===== src/rtl/rf_ex_pipe_reg.sv =====
// rtl/rf_ex_pipe_reg.sv - RF/EX pipeline register with valid, stall, flush and bubble counter
module rf_ex_pipe_reg #(
    parameter int DATA_W    = 64,
    parameter int SHAMT_W   = 6,
    parameter int ALUCTRL_W = 3,
    parameter int RADDR_W   = 5,
    parameter int CNT_W     = 16
) (
    input  logic                 clk,
    input  logic                 reset,
    input  logic                 stall,
    input  logic                 flush,
    input  logic                 valid_d,
    input  logic [DATA_W-1:0]    data_a_d,
    input  logic [DATA_W-1:0]    data_b_d,
    input  logic [DATA_W-1:0]    reg_b_out_stur_d,
    input  logic [SHAMT_W-1:0]   shamt_d,
    input  logic [ALUCTRL_W-1:0] aluControl_d,
    input  logic [RADDR_W-1:0]   reg_write_addr_d,
    input  logic                 MemRead_d,
    input  logic                 aluOrShift_d,
    input  logic                 MemtoReg_d,
    input  logic                 MemWrite_d,
    input  logic                 RegWrite_d,
    input  logic                 set_flags_d,
    output logic                 valid_q,
    output logic [DATA_W-1:0]    data_a_q,
    output logic [DATA_W-1:0]    data_b_q,
    output logic [DATA_W-1:0]    reg_b_out_stur_q,
    output logic [SHAMT_W-1:0]   shamt_q,
    output logic [ALUCTRL_W-1:0] aluControl_q,
    output logic [RADDR_W-1:0]   reg_write_addr_q,
    output logic                 MemRead_q,
    output logic                 aluOrShift_q,
    output logic                 MemtoReg_q,
    output logic                 MemWrite_q,
    output logic                 RegWrite_q,
    output logic                 set_flags_q,
    output logic [CNT_W-1:0]     bubble_cnt
);

    localparam logic [CNT_W-1:0] CNT_ONE = {{(CNT_W-1){1'b0}}, 1'b1};
    localparam logic [CNT_W-1:0] CNT_MAX = {CNT_W{1'b1}};

    logic                 r_valid;
    logic [DATA_W-1:0]    r_data_a;
    logic [DATA_W-1:0]    r_data_b;
    logic [DATA_W-1:0]    r_stur;
    logic [SHAMT_W-1:0]   r_shamt;
    logic [ALUCTRL_W-1:0] r_alu;
    logic [RADDR_W-1:0]   r_addr;
    logic                 r_mem_read;
    logic                 r_alu_or_shift;
    logic                 r_mem_to_reg;
    logic                 r_mem_write;
    logic                 r_reg_write;
    logic                 r_set_flags;
    logic [CNT_W-1:0]     r_bubble_cnt;

    always_ff @(posedge clk or posedge reset) begin
        if (reset) begin
            r_valid        <= 1'b0;
            r_data_a       <= '0;
            r_data_b       <= '0;
            r_stur         <= '0;
            r_shamt        <= '0;
            r_alu          <= '0;
            r_addr         <= '0;
            r_mem_read     <= 1'b0;
            r_alu_or_shift <= 1'b0;
            r_mem_to_reg   <= 1'b0;
            r_mem_write    <= 1'b0;
            r_reg_write    <= 1'b0;
            r_set_flags    <= 1'b0;
        end else if (flush) begin
            r_valid        <= 1'b0;
            r_data_a       <= '0;
            r_data_b       <= '0;
            r_stur         <= '0;
            r_shamt        <= '0;
            r_alu          <= '0;
            r_addr         <= '0;
            r_mem_read     <= 1'b0;
            r_alu_or_shift <= 1'b0;
            r_mem_to_reg   <= 1'b0;
            r_mem_write    <= 1'b0;
            r_reg_write    <= 1'b0;
            r_set_flags    <= 1'b0;
        end else if (!stall) begin
            // Side-effect controls are gated so an invalid slot can never commit anything.
            r_valid        <= valid_d;
            r_data_a       <= data_a_d;
            r_data_b       <= data_b_d;
            r_stur         <= reg_b_out_stur_d;
            r_shamt        <= shamt_d;
            r_alu          <= aluControl_d;
            r_addr         <= reg_write_addr_d;
            r_mem_read     <= valid_d & MemRead_d;
            r_alu_or_shift <= aluOrShift_d;
            r_mem_to_reg   <= valid_d & MemtoReg_d;
            r_mem_write    <= valid_d & MemWrite_d;
            r_reg_write    <= valid_d & RegWrite_d;
            r_set_flags    <= valid_d & set_flags_d;
        end
    end

    // Counts every edge that sees an empty EX slot, stalled or not.
    always_ff @(posedge clk or posedge reset) begin
        if (reset) begin
            r_bubble_cnt <= '0;
        end else if (!r_valid && (r_bubble_cnt != CNT_MAX)) begin
            r_bubble_cnt <= r_bubble_cnt + CNT_ONE;
        end
    end

    assign valid_q          = r_valid;
    assign data_a_q         = r_data_a;
    assign data_b_q         = r_data_b;
    assign reg_b_out_stur_q = r_stur;
    assign shamt_q          = r_shamt;
    assign aluControl_q     = r_alu;
    assign reg_write_addr_q = r_addr;
    assign MemRead_q        = r_mem_read;
    assign aluOrShift_q     = r_alu_or_shift;
    assign MemtoReg_q       = r_mem_to_reg;
    assign MemWrite_q       = r_mem_write;
    assign RegWrite_q       = r_reg_write;
    assign set_flags_q      = r_set_flags;
    assign bubble_cnt       = r_bubble_cnt;

endmodule


===== config.mk =====
export PLATFORM = sky130hd
export DESIGN_NAME = rf_ex_pipe_reg
export DESIGN_NICKNAME = d
export VERILOG_FILES = /design/src/rtl/rf_ex_pipe_reg.sv
export SDC_FILE = /design/constraint.sdc
export NUM_CORES = 1
export LEC_CHECK = 0
export CORE_AREA = 2 2 172 174
export CTS_BUF_LIST = sky130_fd_sc_hd__clkbuf_8 sky130_fd_sc_hd__clkbuf_16
export DETAILED_ROUTE_END_ITERATION = 8
export DIE_AREA = 0 0 174 176
export GPL_TIMING_DRIVEN = 0
export PLACE_DENSITY = 0.69
export SYNTH_ARGS = -nofsm -noshare
export SYNTH_HDL_FRONTEND = slang
export SYNTH_SLANG_ARGS = --single-unit

===== constraint.sdc =====
create_clock -name clk -period 8.3 [get_ports clk]
set_input_delay 2.075 -clock clk [delete_from_list [all_inputs] [get_ports clk]]
set_output_delay 2.075 -clock clk [all_outputs]
set_load 0.05 [all_outputs]

== Word-level counts from Yosys, hierarchy flattened ==
Index checks and enable logic that the tools add are counted.

* Reduce and logical (&&, ||, !) cells: 2
* Divide/modulo/power cells: 0
* Eq/ne operators: 2
* Multipliers: 0
* Add/sub/neg operators: 1
* Bitwise operators: 5
* Muxes and demuxes: 26
* Shift-type cells: 0
* Order comparisons: 0

{| class="wikitable"
|+ Operators by type and width
! kind !! number
|-
| 2-to-1 mux 64 bit || 6
|-
| adder 16 x 1 -> 16 bit (second input constant) || 1
|-
| != test 16 bit (second input constant) || 1
|-
| 2-to-1 mux 1 bit || 14
|-
| 2-to-1 mux 6 bit || 2
|-
| 2-to-1 mux 5 bit || 2
|-
| 2-to-1 mux 3 bit || 2
|-
| AND 1 bit || 5
|-
| != test 2 x 1 -> 1 bit (second input constant) || 1
|-
| logical AND 1 bit || 1
|-
| logical NOT 1 bit || 1
|}

* Logic and storage cells: 50
* Output and inout bits: 229
* Latch bits: 0
* Input bits: 217
* Memories kept: 0
* Register bits after elaboration: 229
* RAM bits: 0
* Memory bits (read-only): 0

== Depth between registers and ports, before layout ==
Gate-level depths: netlist of the first run.

* Word-level depth: 3
* Gate-level depth with buffers: 5
* Gate-level depth less buffers: 5

== Least setup slack after synthesis of the first run ==
No wires, ideal clock.

* Kind: in2reg
* From: input stall
* To: register r_data_b[0], in the netlist data_b_q[0]
* Arrival time: 2.997 ns
* Stages on the path: 5
* Buffers on the path: 3
* Path slack: 5.171 ns
* Library setup time: 0.132 ns
* Data required time: 8.168 ns
* Cell sequence: clkbuf_1 buf_2 buf_2 mux2i_1 nor2_1

* Longest elaborated chain between the ends: 1

{| class="wikitable"
|+ RTL lines
! element !! RTL line !! source
|-
| start: declaration || 11 || <nowiki>input logic stall,</nowiki>
|-
| != test 2 x 1 -> 1 bit (no line) || - ||
|-
| end signal: assignment || 93 || <nowiki>r_data_b <= data_b_d;</nowiki>
|-
| end: declaration || 47 || <nowiki>logic [DATA_W-1:0] r_data_b;</nowiki>
|}

No other way between the ends.
A chain may end at the register's enable or synchronous reset.

== Worst setup path after layout of the first run ==
* From: register r_bubble_cnt[2], in the netlist bubble_cnt[2]
* To: output bubble_cnt[2]

{| class="wikitable"
|+ RTL lines
! element !! RTL line !! source
|-
| start: declaration || 58 || <nowiki>logic [CNT_W-1:0] r_bubble_cnt;</nowiki>
|-
| start signal: assignment || 112 || <nowiki>r_bubble_cnt <= r_bubble_cnt + CNT_ONE;</nowiki>
|-
| end: declaration || 39 || <nowiki>output logic [CNT_W-1:0] bubble_cnt</nowiki>
|}

No word-level cell between the ends.

==> qor.yml, run 1 <==
outcome: "completed"
h-tree-depth: 1
die_x_um: 174
arrival_ps: 1880
clock_path_buffers: 3
die_h_um: 176
grt_pass1_vias: 7931
grt-ovfl-total: 0
cp-start-kind: "register"
start_util_pct: 32.6
async_reset_ff_share_pct: 100
portBuffers: 443
min_from: "data_a_q[54]"
vias: 7503
slew_headroom_pct: 45.9
design.core.area_mm2: 0.0285
hp-class: "reg2reg"
critPathBufInv: 1
yosysSeqAreaShare_pct: 61.6
firstDrtPassIters: 4
grt_pass1_wl_mm: 45.9
hold_viol: 0
cp_data_required_time_ps: 6230
num-nets-final: 1459
pre_cts_ws_ps: 4280
ys.flop_type: "dfrtp_1"
ys_types: 32
syn2layout_area_growth_pct: 63.9
crit_start: "bubble_cnt[2]"
drc: 0
place_congestion: 0.804
ys_ff_latch: 229
peakVddDrop_uv: 156
maxCapViolCount: 0
p_leak_nw: 7.18
synth_nets: 982
slew_violations: 0
yosysWarnings: 0
netlist_area_mm2: 0.00931
path_depth: 1
max_stage_delay_ps: 890
hold_buffers: 0
cts-resized-gates: 0
drt_iter0_drc: 275
ff2ff_path_depth: 5
n_antenna_cell: 0
critical_path.max_fanout: 9
insertion_delay_ps: 530
post-route-period-util_pct: 47.7
tns_ps: 0
vias_per_cell: 4.56
period_needed_ps: 3960
io_pins: 446
crit_slowest_cell: "clkdlybuf4s50_1"
drive_gt1_share_pct: 6.42
avgRoutedWirePerCell_um: 18.2
rsz0062_at_grt: "false"
cts_made_buffers: 26
cts_root_buf: "clkbuf_16"
cp_cell_sequence: "clkdlybuf4s50_1"
crit_type: "reg2out"
die-area_mm2: 0.0306
ant_nets: 0
routed_wl_mm: 29.9
worst_slew_pin_slew_ps: 811
setup_viol: 0
clk_pin_slew_ps: 60
skew_ps: 24.4
dpl.hpwl_mm: 22.6
cpLargestDelayFamily: "buffers and inverters"
endpoint_kind: "output port"
synth_edf_count: 0
power_density_mw_per_mm2: 212
grt_max_degree: 40
avgSynthCellArea_um2: 12.2
cts_tree: "yes"
hold_slack_ps: 518
syn_inst: 764
timing.rr.start: "bubble_cnt[0]"
min_path_cells: 2
p_total_mw: 3.24
cts_setup_buffers: 0
layout_setup_ws_ps: 4340
max_freq_mhz: 253
core.rowCount: 62
clock_sinks: 229
track_usage_pct: 19.0
grt_antenna_before_repair: 0
## final cells by class
class	count	area [um^2]
Buffer	48	208
Clock buffer	36	800
Clock inverter	12	106
Fill cell	2535	13300
Inverter	2	11.3
Multi-Input combinational cell	485	3360
Sequential cell	229	5730
Tap cell	384	480
Timing Repair Buffer	449	4550
## per-layer routing
metal,vias up,global-route usage (%),share of wire [%]
met3,38,6.74,9.6
met5,-,0,0
met2,324,33.6,50
met1,3624,21.9,38
li1,3517,-,-
met4,0,4.90,2.5
## sequential cells by signal, indices dropped and copies added (netlist names)
register / flops
bubble_cnt: 16
shamt_q: 6
data_b_q: 64
reg_b_out_stur_q: 64
aluControl_q: 3
reg_write_addr_q: 5
set_flags_q: 1
MemRead_q: 1
MemWrite_q: 1
RegWrite_q: 1
valid_q: 1
aluOrShift_q: 1
MemtoReg_q: 1
data_a_q: 64
## metrics by stage
stage | cells | util [%] | instance area, um^2
detailed placement | 1597 | 50.2 | 14300
global placement | 1591 | 49.8 | 14200
CTS | 1645 | 53.4 | 15300
global route | 1645 | 53.4 | 15300
finish | 1645 | 53.4 | 15300
floorplan | 764 | - | 9310
## cell usage in the layout (no fill, tap or decap), types with 2 or more instances in the layout
master / synthesis / routed
clkbuf_1: 26 / 26
buf_2: 22 / 22
nor3_1: 2 / 2
a22oi_1: 4 / 4
nor2b_1: 2 / 2
clkinv_2: 0 / 3
o21ai_0: 2 / 2
mux2i_1: 207 / 207
clkbuf_8: 0 / 9
dfrtp_1: 229 / 229
a21oi_1: 5 / 5
nor4_1: 5 / 5
bufinv_16: 0 / 2
buf_12: 0 / 6
inv_1: 2 / 7
a41oi_1: 2 / 2
clkbuf_16: 0 / 27
clkdlybuf4s50_1: 0 / 443
nand2_1: 6 / 6
xor2_1: 9 / 9
nand3_1: 5 / 5
nor2_1: 220 / 220
## cell usage after synthesis, drive strengths merged (2+ instances only)
master	instances	area share (%)
nand3	6	0.46
buf	22	1.2
a22oi	4	0.32
nor3	3	0.28
nand2	7	0.31
mux2i	207	22
a21oi	5	0.27
clkbuf	26	1.0
dfrtp	229	62
nor2b	2	0.13
a41oi	2	0.19
inv	2	0.081
nand4	2	0.36
o21ai	2	0.11
xor2	9	0.85
nor4	6	0.56
nor2	220	8.9
## worst paths after layout
kind	slack, ps	endpoint
min in group asynchronous	1950	aluOrShift_q
min	520	data_a_q[54]
max	4340	bubble_cnt[2]
max reg2reg	6640	bubble_cnt[12]
min reg2reg	520	data_a_q[54]
max in group asynchronous	5190	bubble_cnt[10]
## cell families after synthesis
family	count (synthesis)	synth area share, %
AND/OR/NAND/NOR	251	11.5
flip-flops	229	61.6
multiplexers	208	22.4
buffers and inverters	50	2.31
AO/OA/AOI/OAI	15	1.10
XOR/XNOR	10	0.941
adder cells (fa/ha/maj)	1	0.134
## power breakdown
part	switching, mW	leakage [nW]	internal, mW	total, mW
logic	0.478	3.67	0.313	0.791
clock network	0.461	0.474	0.729	1.19
registers	0.0646	3.03	1.19	1.26
(Power assumes the default switching activity.)
==> inputs of run 2 (changes only) <==
==> constraint.sdc (replaced) <==
create_clock -name clk -period 3.3 [get_ports clk]
set_input_delay 0.825 -clock clk [delete_from_list [all_inputs] [get_ports clk]]
set_output_delay 0.825 -clock clk [all_outputs]
set_load 0.05 [all_outputs]
==> results of run 2 <==
Same layout as run 1 (identical final DEF). Status: completed.
Main changes from that run: setup slack after placement 4280 ps -> 530 ps; setup slack after layout 4340 ps -> 591 ps; register-to-register setup slack 6640 ps -> 1640 ps; total power 3.24 mW -> 8.15 mW; worst IR drop on VDD 156 uV -> 392 uV
==> inputs of run 3 (changes only) <==
==> config.mk (replaced) <==
export PLATFORM = sky130hd
export DESIGN_NAME = rf_ex_pipe_reg
export DESIGN_NICKNAME = d
export VERILOG_FILES = /design/src/rtl/rf_ex_pipe_reg.sv
export SDC_FILE = /design/constraint.sdc
export NUM_CORES = 1
export LEC_CHECK = 0
export CORE_AREA = 2 2 173 175
export CTS_BUF_LIST = sky130_fd_sc_hd__clkbuf_8 sky130_fd_sc_hd__clkbuf_16
export DETAILED_ROUTE_END_ITERATION = 8
export DIE_AREA = 0 0 175 177
export GPL_TIMING_DRIVEN = 0
export PLACE_DENSITY = 0.65
export SYNTH_ARGS = -nofsm -noshare
export SYNTH_HDL_FRONTEND = slang
export SYNTH_SLANG_ARGS = --single-unit
==> constraint.sdc (replaced) <==
create_clock -name clk -period 2.8 [get_ports clk]
set_input_delay 0.7 -clock clk [delete_from_list [all_inputs] [get_ports clk]]
set_output_delay 0.7 -clock clk [all_outputs]
set_load 0.05 [all_outputs]
==> qor.yml, run 3 (synthesized netlist as in run 1, its figures left out) <==
outcome: "completed"
cts_root_buf: "clkbuf_16"
n_antenna_cell: 0  # unchanged
multi_input_area_mm2: 0.00336  # unchanged
drt_iter0_drc: 272  # -1.1%
cts_tree: "yes"
clock_sinks: 229  # unchanged
vias_per_cell: 4.54  # -0.47%
die_h_um: 177  # +0.57%
maxCapViolCount: 0  # unchanged
endpoint_kind: "output port"
grt_max_degree: 42  # +5.0%
worst_slew_pin_slew_ps: 780  # -31.3 ps
peakVddDrop_uv: 514
grt_pass1_wl_mm: 46.3  # +0.75%
pre_cts_ws_ps: 191
syn2layout_area_growth_pct: 62.9
grt_antenna_before_repair: 1  # +1
rsz0062_at_grt: "false"
final_common_cell: "clkdlybuf4s50_1"
slew_violations: 0  # unchanged
final_cell_mix: "443 x clkdlybuf4s50_1, 229 x dfrtp_1, 220 x nor2_1"
regArea_mm2: 0.00573  # unchanged
portBuffers: 443  # unchanged
crit_type: "reg2out"
firstDrtPassIters: 4  # unchanged
power_density_mw_per_mm2: 612
avgRoutedWirePerCell_um: 18.4  # +1.1%
track_usage_pct: 19.2  # +0.24 points
routed_wl_mm: 30.3  # +1.4%
cp_data_required_time_ps: 2100
core.rowCount: 63  # +1.6%
hold_buffers: 0  # unchanged
arrival_ps: 1890  # about the same
skew_ps: 21.8  # -2.63 ps
layout_setup_ws_ps: 206
cts_setup_buffers: 0  # unchanged
cts_made_buffers: 27  # +3.8%
dpl.hpwl_mm: 23.1  # +2.0%
die-area_mm2: 0.0310  # +1.1%
cp_cell_sequence: "clkdlybuf4s50_1"
insertion_delay_ps: 540  # about the same
vias: 7486  # -0.23%
h-tree-depth: 1  # unchanged
critPathBufInv: 1  # unchanged
start_util_pct: 31.8  # -0.78 points
setup_viol: 0  # unchanged
grt-ovfl-total: 0  # unchanged
final_cells: 1649  # +0.24%
design.core.area_mm2: 0.0292  # +2.4%
post-route-period-util_pct: 92.7
grt_pass1_vias: 7878  # -0.67%
num-nets-final: 1460  # +0.069%
hp-class: "reg2reg"
critical_path.max_fanout: 6  # -3
hold_viol: 0  # unchanged
max_freq_mhz: 385
cpLargestDelayFamily: "buffers and inverters"
drc: 0  # unchanged
drive_gt1_share_pct: 5.96  # -0.47 points
dp_cells: 1603  # +0.38%
place_congestion: 0.791  # -1.7%
p_leak_nw: 7.13  # -0.59%
slew_headroom_pct: 48.0  # +2.1 points
max_stage_delay_ps: 890  # about the same
ant_nets: 0  # unchanged
crit_slowest_cell: "clkdlybuf4s50_1"
io_pins: 446  # unchanged
period_needed_ps: 2590
clk_pin_slew_ps: 60  # about the same
die_x_um: 175  # +0.57%
fillers: 2646  # +4.4%
cp-start-kind: "register"
cts-resized-gates: 0  # unchanged
clock_path_buffers: 3  # unchanged
-- run 3: cell count changes in the layout (fill, tap and decap cells not counted) --
cell | previous run | this run
bufinv_16 | 2 | 0
clkbuf_8 | 9 | 4
clkinv_2 | 3 | 2
clkinvlp_4 | 1 | 2
inv_1 | 7 | 11
inv_6 | 0 | 1
-- run 3: stage by stage --
step / TNS, ps / area [um^2] / power, mW / hold WS (ps) / utilization, %
2_1_floorplan: -204720 / 9310 / 5.14 / 809 / -
3_3_place_gp: -656580 / 14200 / 6.12 / 496 / 48.7
3_5_place_dp: 0 / 14400 / 6.16 / 511 / 49.1
4_1_cts: 0 / 15200 / 9.42 / 524 / 51.8
5_1_grt: 0 / 15200 / 9.68 / 543 / 51.8
6_report: 0 / 15200 / 9.28 / 517 / 51.8
-- run 3: power by group --
part	switching, mW	internal [mW]	total, mW
Combinational	1.42	0.929	2.35
Sequential	0.195	3.54	3.74
Clock	1.36	1.84	3.19
-- run 3: final cells by class --
type,count,area share [%]
flip-flops and latches,229,37.8
repair buffers,449,30.1
multi-input cells,485,22.2
clock buffers,31,4.82
well taps,390,3.22
plain buffers,48,1.37
clock inverters,15,0.479
inverters,2,0.0743
-- run 3: worst paths after layout --
kind / startpoint / endpoint / slack, ps / cells after the start
min reg2reg: data_a_q[24] / data_a_q[24] / 520 / 2
min: data_a_q[24] / data_a_q[24] / 520 / 2
min in group asynchronous: reset / data_b_q[45] / 540 / 2
max reg2reg: bubble_cnt[0] / bubble_cnt[14] / 1120 / 5
max: bubble_cnt[4] / bubble_cnt[4] / 210 / 1
max in group asynchronous: reset / reg_b_out_stur_q[19] / 1120 / 5
-- run 3: layer usage --
metal,vias up,global-route usage [%],share of wire [%]
li1,3524,-,-
met1,3609,22.0,38
met2,307,33.9,50
met3,44,7.39,10
met4,2,4.58,2.4
met5,-,0,0.043
-- run 3: worst reg2reg max path, stage by stage (launching register included) --
cell and delay (ps):
dfrtp_1 410, ha_1 280, and4b_4 290, nand3_4 110
nor4_1 310, xor2_1 190
